File: config.mk
export PLATFORM = sky130hd
export DESIGN_NAME = opcode_extractor
export DESIGN_NICKNAME = d
export VERILOG_FILES = /design/src/rtl/opcode_extractor.sv
export SDC_FILE = /design/constraint.sdc
export NUM_CORES = 1
export LEC_CHECK = 0
export CELL_PAD_IN_SITES_DETAIL_PLACEMENT = 2
export CELL_PAD_IN_SITES_GLOBAL_PLACEMENT = 2
export CORE_MARGIN = 5
export CORE_UTILIZATION = 28
export DETAILED_ROUTE_END_ITERATION = 12
export PLACE_DENSITY_LB_ADDON = 0.2
export SETUP_SLACK_MARGIN = 0.05
export SLEW_MARGIN = 5
export SYNTH_ARGS = -nofsm -noshare
export SYNTH_HDL_FRONTEND = slang
export SYNTH_SLANG_ARGS = --single-unit
File: constraint.sdc
create_clock -name clk -period 2.3 [get_ports clk]
set_clock_uncertainty 0.15 [all_clocks]
set_input_delay 0.23 -clock clk [delete_from_list [all_inputs] [get_ports clk]]
set_output_delay 0.23 -clock clk [all_outputs]
set_load 0.02 [all_outputs]
File: src/rtl/opcode_extractor.sv
// ---------------------------------------------------------------------------
// opcode_extractor
//
// Purpose:
//   Front of the decode stage. Consumes the raw x86 instruction byte stream
//   from the fetch byte queue one byte per cycle, strips and records legacy
//   prefixes, folds the 0F escape into a 16-bit opcode and presents the
//   opcode plus prefix state to decode (ModRM detector, length decoder)
//   under a valid/ready handshake that holds the bundle until consumed.
//
// Parameters:
//   MAX_PREFIX   prefix bytes allowed before pfx_err is raised (1..14)
//
// Ports:
//   clk          in   1   clock, all state on rising edge
//   rst_n        in   1   asynchronous active-low reset
//   flush        in   1   synchronous abandon of the current instruction
//   in_valid     in   1   in_byte is valid
//   in_byte      in   8   next instruction byte
//   in_ready     out  1   byte accepted when in_valid & in_ready
//   out_valid    out  1   opcode/prefix bundle valid and held
//   out_ready    in   1   decode consumes bundle when out_valid & out_ready
//   opcode       out  16  {8'h0F or 8'h00, opcode byte}
//   pfx_opsize   out  1   66 operand-size prefix seen
//   pfx_lock     out  1   F0 lock prefix seen
//   pfx_rep      out  1   F3 is the active rep prefix
//   pfx_repne    out  1   F2 is the active rep prefix
//   seg_ovr_vld  out  1   segment override present
//   seg_ovr      out  3   ES=0 CS=1 SS=2 DS=3 FS=4 GS=5
//   pfx_count    out  4   prefix bytes consumed, saturating at 15
//   pfx_err      out  1   pfx_count exceeded MAX_PREFIX
// ---------------------------------------------------------------------------
module opcode_extractor #(
    parameter int MAX_PREFIX = 4
) (
    input  logic        clk,
    input  logic        rst_n,
    input  logic        flush,
    input  logic        in_valid,
    input  logic [7:0]  in_byte,
    output logic        in_ready,
    output logic        out_valid,
    input  logic        out_ready,
    output logic [15:0] opcode,
    output logic        pfx_opsize,
    output logic        pfx_lock,
    output logic        pfx_rep,
    output logic        pfx_repne,
    output logic        seg_ovr_vld,
    output logic [2:0]  seg_ovr,
    output logic [3:0]  pfx_count,
    output logic        pfx_err
);

    typedef enum logic [1:0] {
        ST_PFX  = 2'd0,
        ST_ESC  = 2'd1,
        ST_HOLD = 2'd2
    } state_t;

    localparam logic [7:0] ESCAPE_BYTE = 8'h0F;
    localparam logic [3:0] MAX_PFX_L   = 4'(MAX_PREFIX);
    localparam logic [3:0] COUNT_SAT   = 4'hF;

    state_t      state;

    logic        byte_take;
    logic        is_seg;
    logic [2:0]  seg_code;
    logic        is_opsize;
    logic        is_lock;
    logic        is_rep;
    logic        is_repne;
    logic        is_prefix;
    logic        is_escape;
    logic [3:0]  count_inc;

    // The queue may only hand us a byte while we are still collecting; a
    // flush in the same cycle means whatever is on in_byte belongs to the
    // abandoned path, so it must not be taken.
    assign in_ready  = (state != ST_HOLD) && !flush;
    assign byte_take = in_valid && in_ready;

    // Classify the incoming byte as a legacy prefix. Segment overrides map
    // onto the architectural segment register number so decode can use
    // seg_ovr directly as a register index.
    always_comb begin
        is_seg    = 1'b0;
        seg_code  = 3'd0;
        is_opsize = 1'b0;
        is_lock   = 1'b0;
        is_rep    = 1'b0;
        is_repne  = 1'b0;
        unique case (in_byte)
            8'h26:   begin is_seg = 1'b1; seg_code = 3'd0; end
            8'h2E:   begin is_seg = 1'b1; seg_code = 3'd1; end
            8'h36:   begin is_seg = 1'b1; seg_code = 3'd2; end
            8'h3E:   begin is_seg = 1'b1; seg_code = 3'd3; end
            8'h64:   begin is_seg = 1'b1; seg_code = 3'd4; end
            8'h65:   begin is_seg = 1'b1; seg_code = 3'd5; end
            8'h66:   is_opsize = 1'b1;
            8'hF0:   is_lock   = 1'b1;
            8'hF3:   is_rep    = 1'b1;
            8'hF2:   is_repne  = 1'b1;
            default: ;
        endcase
    end

    assign is_prefix = is_seg || is_opsize || is_lock || is_rep || is_repne;
    assign is_escape = (in_byte == ESCAPE_BYTE);

    // Prefix counter saturates so long runs of redundant prefixes cannot
    // wrap back under the error threshold.
    assign count_inc = (pfx_count == COUNT_SAT) ? COUNT_SAT : (pfx_count + 4'd1);

    // Main sequencer. Outputs are all registered; prefix flags become
    // visible as they accumulate, but decode only trusts them with
    // out_valid. The opcode register is left untouched by flush and by
    // consumption since nobody looks at it without out_valid.
    always_ff @(posedge clk or negedge rst_n) begin
        if (!rst_n) begin
            state       <= ST_PFX;
            out_valid   <= 1'b0;
            opcode      <= 16'h0000;
            pfx_opsize  <= 1'b0;
            pfx_lock    <= 1'b0;
            pfx_rep     <= 1'b0;
            pfx_repne   <= 1'b0;
            seg_ovr_vld <= 1'b0;
            seg_ovr     <= 3'd0;
            pfx_count   <= 4'd0;
            pfx_err     <= 1'b0;
        end else if (flush) begin
            state       <= ST_PFX;
            out_valid   <= 1'b0;
            pfx_opsize  <= 1'b0;
            pfx_lock    <= 1'b0;
            pfx_rep     <= 1'b0;
            pfx_repne   <= 1'b0;
            seg_ovr_vld <= 1'b0;
            seg_ovr     <= 3'd0;
            pfx_count   <= 4'd0;
            pfx_err     <= 1'b0;
        end else begin
            case (state)
                ST_PFX: begin
                    if (byte_take) begin
                        if (is_prefix) begin
                            // Duplicates are counted every time; an excess
                            // only marks the bundle bad, it never stalls.
                            pfx_count <= count_inc;
                            if (count_inc > MAX_PFX_L) begin
                                pfx_err <= 1'b1;
                            end
                            if (is_seg) begin
                                seg_ovr_vld <= 1'b1;
                                seg_ovr     <= seg_code;
                            end
                            if (is_opsize) begin
                                pfx_opsize <= 1'b1;
                            end
                            if (is_lock) begin
                                pfx_lock <= 1'b1;
                            end
                            // F2/F3 are mutually exclusive; last one wins.
                            if (is_rep) begin
                                pfx_rep   <= 1'b1;
                                pfx_repne <= 1'b0;
                            end
                            if (is_repne) begin
                                pfx_repne <= 1'b1;
                                pfx_rep   <= 1'b0;
                            end
                        end else if (is_escape) begin
                            state <= ST_ESC;
                        end else begin
                            opcode    <= {8'h00, in_byte};
                            out_valid <= 1'b1;
                            state     <= ST_HOLD;
                        end
                    end
                end

                // After 0F every byte is the second opcode byte, even if it
                // looks like a prefix.
                ST_ESC: begin
                    if (byte_take) begin
                        opcode    <= {ESCAPE_BYTE, in_byte};
                        out_valid <= 1'b1;
                        state     <= ST_HOLD;
                    end
                end

                // Bundle is frozen until decode takes it. The consume cycle
                // is a bubble: in_ready is low throughout HOLD.
                ST_HOLD: begin
                    if (out_ready) begin
                        out_valid   <= 1'b0;
                        pfx_opsize  <= 1'b0;
                        pfx_lock    <= 1'b0;
                        pfx_rep     <= 1'b0;
                        pfx_repne   <= 1'b0;
                        seg_ovr_vld <= 1'b0;
                        seg_ovr     <= 3'd0;
                        pfx_count   <= 4'd0;
                        pfx_err     <= 1'b0;
                        state       <= ST_PFX;
                    end
                end

                default: begin
                    state     <= ST_PFX;
                    out_valid <= 1'b0;
                end
            endcase
        end
    end

endmodule

==> results of run 1 <==
==> through the flow <==
stage	hold WS [ps]	total power [W]	util (%)
floorplan	-215.6	0.0007622	-
global placement	344.9	0.0009613	40.15
detailed placement	349.3	0.0009793	40.15
CTS	182.4	0.001257	41.03
global route	202.3	0.001305	41.06
finish	176.4	0.001235	41.06
==> flip-flops by register name (all words and copies together), names as in the netlist <==
name / flops
opcode: 9
pfx_err: 1
pfx_lock: 1
out_valid: 1
pfx_opsize: 1
seg_ovr: 3
state: 2
seg_ovr_vld: 1
pfx_count: 4
pfx_repne: 1
pfx_rep: 1
==> layout make-up <==
| type | instances | area [µm²] |
|---|---|---|
| Fill cell | 586 | 3010 |
| Multi-Input combinational cell | 103 | 748.2 |
| Sequential cell | 25 | 626.9 |
| Timing Repair Buffer | 61 | 555.5 |
| Tap cell | 70 | 87.58 |
| Clock buffer | 4 | 45.04 |
| Inverter | 9 | 33.78 |
==> cells by family after synthesis <==
| group | share of synthesized area, % |
|---|---|
| flip-flops | 42.52 |
| AO/OA/AOI/OAI | 18.11 |
| adder cells (fa/ha/maj) | 0.8502 |
| other | 0.2549 |
| AND/OR/NAND/NOR | 19.13 |
| multiplexers | 11.73 |
| buffers and inverters | 7.398 |
==> worst max path at each step <==
stage | from | endpoint | slack [ps] | cells past startpoint
5_1_grt | state[1] | in_ready | 70 | 4
6_report | flush | in_ready | 120 | 5
3_3_place_gp | in_byte[2] | pfx_opsize | -70 | 6
2_1_floorplan | state[0] | opcode[1] | 360 | 5
3_5_place_dp | in_byte[2] | pfx_opsize | -110 | 6
4_1_cts | flush | in_ready | 120 | 5
==> where the power goes <==
| group | switching, W | internal, W | total, W |
|---|---|---|---|
| logic | 0.000215 | 0.000216 | 0.000432 |
| registers | 0.0000412 | 0.000492 | 0.000533 |
| clock network | 0.000146 | 0.000124 | 0.000270 |
==> repair_timing <==
item / CTS / global route
hold buffers: 0 / 0
resized for setup: 0 / 1
endpoints found under the setup margin: 0 / 1
endpoints found under the hold margin: 0 / 0
==> synth_stat cells, types with 2 or more instances <==
library cell / count
mux2i_1: 3
o21ai_0: 11
a21oi_1: 6
nand3b_1: 2
nor2_1: 10
buf_4: 8
nand3_1: 2
nand2_1: 10
dfrtp_1: 25
nor3_1: 4
o31ai_1: 4
mux2_2: 2
a31oi_1: 3
o22ai_1: 3
nand2b_1: 2
o32ai_1: 2
inv_1: 9
nor2b_1: 3
mux2_4: 8
nor4_1: 2
==> layer usage <==
layer,track usage [%],share of wire [%],vias up
met4,2.124,0.40,0
met3,3.688,3.9,2
met5,0,0,-
met1,17.60,44,658
li1,-,-,625
met2,25.32,52,25
==> worst max-delay path, stage by stage <==
cell             delay, ps
clkdlybuf4s50_1        560
inv_1                  180
nand2_1                 90
inv_1                  120
clkdlybuf4s50_1        620
==> cell usage in the layout, fill, tap and decap left out, types with 2 or more instances in the layout <==
| cell | count |
|---|---|
| nor4_1 | 2 |
| nor2_1 | 10 |
| a21oi_1 | 6 |
| mux2_4 | 8 |
| o21ai_0 | 11 |
| buf_4 | 22 |
| nand2_1 | 10 |
| mux2i_1 | 3 |
| inv_1 | 9 |
| o31ai_1 | 4 |
| nand3b_1 | 2 |
| o32ai_1 | 2 |
| nor3_1 | 4 |
| clkdlybuf4s50_1 | 39 |
| nor2b_1 | 3 |
| conb_1 | 4 |
| nand3_1 | 2 |
| o22ai_1 | 3 |
| a31oi_1 | 3 |
| clkbuf_8 | 3 |
| mux2_2 | 2 |
| nand2b_1 | 2 |
| dfrtp_1 | 24 |
==> impl_metrics.json, run 1 <==
{
  "status": "finished clean",
  "grt_overflow_total": 0,
  "post_cts_buffers": 0,
  "ys_seq_area_share_pct": 42.52,
  "rr_startpoint": "state[0]",
  "worstSetupStartpointType": "input port",
  "syn_inst": 144,
  "power-per-cell-area_nw_per_um2": 588.9,
  "ant_nets": 0,
  "grt_max_degree": 26,
  "cts_tree": "done",
  "min_period_ps": 2176,
  "antenna_found_initial": 0,
  "ir_drop_mv": 0.3791,
  "period_share_pct": 94.59,
  "grt_pass1_vias": 1489,
  "rows": 26,
  "setup_viol": 0,
  "synth_top_area_cell": "dfrtp_1",
  "synth_seq_cells": 25,
  "die_height_um": 82.49,
  "required_ps": 1920,
  "worstHoldPathType": "in -> async",
  "fin_cells": 272,
  "num_io_pins": 44,
  "leakage_nw": 0.8634,
  "drtIter0Drc": 6,
  "insertion_delay_ps": 270,
  "htree_levels": 1,
  "clock.fmax_mhz": 459.6,
  "layout-drive-gt1-share_pct": 21.78,
  "root_buffer": "clkbuf_8",
  "die_x_um": 82.49,
  "drt_wl_total_um": 4546,
  "io_buffers": 39,
  "crit_type": "in -> out",
  "detail_route.wl_per_cell_um": 16.71,
  "path_clk_slew_ps": 90,
  "finalSetupTns_ps": 0,
  "place_congestion": 0.8517,
  "syn_avg_cell_area_um2": 10.22,
  "dieArea_um2": 6805,
  "drtPass1Iterations": 4,
  "syn_to_final_growth_pct": 42.52,
  "start_util_pct": 28.81,
  "nets": 217,
  "clock_path_buffers": 2,
  "vias": 1310,
  "netlist_area_um2": 1471,
  "postLayoutSetupSlackWorst_ps": 124.3,
  "r2r_end": "pfx_err",
  "drv_cap": 0,
  "synth_top_area_share_pct": 42.52,
  "post_dp_cell_area_um2": 2051,
  "design_area_um2": 2097,
  "slew_viol_final": 0,
  "end_kind": "output port",
  "cp_data_arrival_time_ps": 1800,
  "cts.sinks": 25,
  "rsz0062_at_grt": "no",
  "yosys-top-cells-area": "dfrtp_1 43%, mux2_4 8.2%, buf_4 4.1%",
  "r2r_setup_slack_ps": 300,
  "rr_worst_depth": 7,
  "dp_cells": 268,
  "crit_fanout": 7,
  "hpwl_um": 3667,
  "antennaDiodeCount": 0,
  "final-hold-violation-count": 0,
  "synth_cell_types": 45,
  "grt_use_total_pct": 14.24,
  "drcViolationCount": 0,
  "synth_flop_cell": "dfrtp_1",
  "viasPerCell": 4.816,
  "ys_async_sr_fraction_pct": 100.0,
  "synth_edf_count": 0,
  "dp_worst_setup_slack_ps": -105.7,
  "core_area_um2": 5107,
  "grt_first_pass_wirelength_um": 7521,
  "ys_warn_count": 0,
  "cts_buffers": 3
}
Note: power is estimated with default switching activity, not from simulation.
==> run 2, diff against run 1 <==
--- a/config.mk
+++ b/config.mk
@@ -8,7 +8,8 @@
 export CELL_PAD_IN_SITES_DETAIL_PLACEMENT = 2
 export CELL_PAD_IN_SITES_GLOBAL_PLACEMENT = 2
 export CORE_MARGIN = 5
-export CORE_UTILIZATION = 28
+export CORE_UTILIZATION = 30
+export CTS_CLUSTER_SIZE = 16
 export DETAILED_ROUTE_END_ITERATION = 12
 export PLACE_DENSITY_LB_ADDON = 0.2
 export SETUP_SLACK_MARGIN = 0.05
==> constraint.sdc (replaced) <==
create_clock -name clk -period 2.68 [get_ports clk]
set_clock_uncertainty 0.15 [all_clocks]
set_input_delay 0.268 -clock clk [delete_from_list [all_inputs] [get_ports clk]]
set_output_delay 0.268 -clock clk [all_outputs]
set_load 0.02 [all_outputs]
==> run 2 against run 1 <==
  * Critical path depth did not move
  * Routed wire length fell by 0.29%
  * Worst setup slack improved by 200 ps
  * Register-to-register slack improved by 240 ps
  * Worst hold slack improved by 33 ps
  * Final cell count fell by 6.3%
  * Flip-flop and latch count did not move
  * Utilization rose by 0.81 points
  * Die area fell by 5.9%
  * Via count fell by 1.7%
  * Combinational power fell by 18%
  * Global-route usage rose by 0.90 points
  * Critical endpoint unchanged
  * Highest routed layer unchanged
==> impl_metrics.json, run 2 (same netlist as run 1, synthesis figures left out) <==
{
  "status": "finished clean",
  "cts_resized": 0,
  "syn_to_final_growth_pct": 35.29,
  "slew_viol_final": 0,
  "required_ps": 2260,
  "dieArea_um2": 6406,
  "grt_use_total_pct": 15.14,
  "detail_route.wl_per_cell_um": 17.78,
  "r2r_end": "opcode[3]",
  "fin_cells": 255,
  "power-per-cell-area_nw_per_um2": 528.7,
  "largest_reg_flops": 9,
  "dp_cells": 251,
  "rows": 25,
  "cp_data_arrival_time_ps": 1930,
  "insertion_delay_ps": 270,
  "num_io_pins": 44,
  "clock_path_buffers": 2,
  "htree_levels": 1,
  "hpwl_um": 3511,
  "postLayoutSetupSlackWorst_ps": 327.7,
  "leakage_nw": 0.7957,
  "drtPass1Iterations": 4,
  "die_height_um": 80.04,
  "worstHoldPathType": "in -> async",
  "nets": 203,
  "core_area_um2": 4755,
  "layout-drive-gt1-share_pct": 15.96,
  "path_clk_slew_ps": 100,
  "cts.sinks": 25,
  "drt_wl_total_um": 4533,
  "crit_fanout": 9,
  "cts_hold_buf": 0,
  "grt_max_degree": 26,
  "place_congestion": 0.8010,
  "cts_buffers": 3,
  "worstSetupStartpointType": "input port",
  "antennaDiodeCount": 0,
  "ir_drop_mv": 0.2510,
  "ant_nets": 0,
  "start_util_pct": 30.95,
  "cts_tree": "done",
  "rr_worst_depth": 4,
  "viasPerCell": 5.051,
  "period_share_pct": 87.77,
  "final_cell_mix": "39 x clkdlybuf4s50_1, 25 x dfrtp_1, 11 x o21ai_0",
  "grt_overflow_total": 0,
  "die_x_um": 80.04,
  "drtIter0Drc": 17,
  "io_buffers": 39,
  "crit_type": "in -> out",
  "rsz0062_at_grt": "no",
  "rr_startpoint": "state[0]",
  "dp_worst_setup_slack_ps": 172.7,
  "drv_cap": 0,
  "clock.fmax_mhz": 425.1,
  "finalSetupTns_ps": 0,
  "r2r_setup_slack_ps": 540,
  "final-hold-violation-count": 0,
  "critPathCapture": "in_ready",
  "vias": 1288,
  "post_cts_buffers": 0,
  "layout_commonest_cell": "clkdlybuf4s50_1",
  "cp-startpoint": "flush",
  "setup_viol": 0,
  "final.fill_count": 534,
  "end_kind": "output port",
  "root_buffer": "clkbuf_8",
  "top_register": "opcode",
  "top_regs": "opcode: 9 flops, pfx_count: 4 flops, seg_ovr: 3 flops",
  "drcViolationCount": 0,
  "antenna_found_initial": 0,
  "min_period_ps": 2352,
  "grt_pass1_vias": 1447,
  "grt_first_pass_wirelength_um": 7583
}
-- run 2: per-layer routing --
layer	share of wire [%]	wire, µm	track usage [%]	vias up
met4	1.2	55	4.392	0
met1	43	1958	18.65	657
met3	3.2	143	2.032	6
met5	0	0	0	-
met2	52	2376	27.24	29
li1	-	-	-	596
-- run 2: worst min-delay path by stage --
stage / slack (ps) / from / end
3_5_place_dp: 350 / opcode[1] / opcode[1]
6_report: 210 / rst_n / opcode[5]
2_1_floorplan: -180 / rst_n / opcode[0]
3_3_place_gp: 350 / opcode[5] / opcode[5]
5_1_grt: 240 / rst_n / opcode[5]
4_1_cts: 220 / rst_n / opcode[5]
-- run 2: cell type report --
type / count / area (µm²) / share of cell area (%)
multi-input cells: 103 / 748.2 / 37.59
flip-flops and latches: 25 / 625.6 / 31.43
repair buffers: 47 / 450.4 / 22.63
well taps: 67 / 83.83 / 4.211
clock buffers: 3 / 41.29 / 2.074
inverters: 9 / 33.78 / 1.697
clock inverters: 1 / 7.507 / 0.3771
-- run 2: critical path, cell delays in order --
cell and delay, ps:
clkdlybuf4s50_1 620, inv_1 230, nand2_1 90, inv_1 100, clkdlybuf4s50_1 620
-- run 2: power by group --
part	switching (W)	leakage [nW]	internal, W
logic	0.000181	0.458	0.000175
registers	0.0000369	0.316	0.000422
clock network	0.000132	0.0217	0.000106
-- run 2: stage by stage --
stage | total power [W] | utilization [%] | hold slack, ps | cell area [µm²]
2_1_floorplan | 0.0006541 | - | -177.6 | 1483
3_3_place_gp | 0.0008133 | 40.84 | 346.4 | 1942
3_5_place_dp | 0.0008257 | 40.84 | 347.4 | 1942
4_1_cts | 0.001069 | 41.87 | 223.7 | 1991
5_1_grt | 0.001117 | 41.87 | 241.2 | 1991
6_report | 0.001052 | 41.87 | 209.4 | 1991
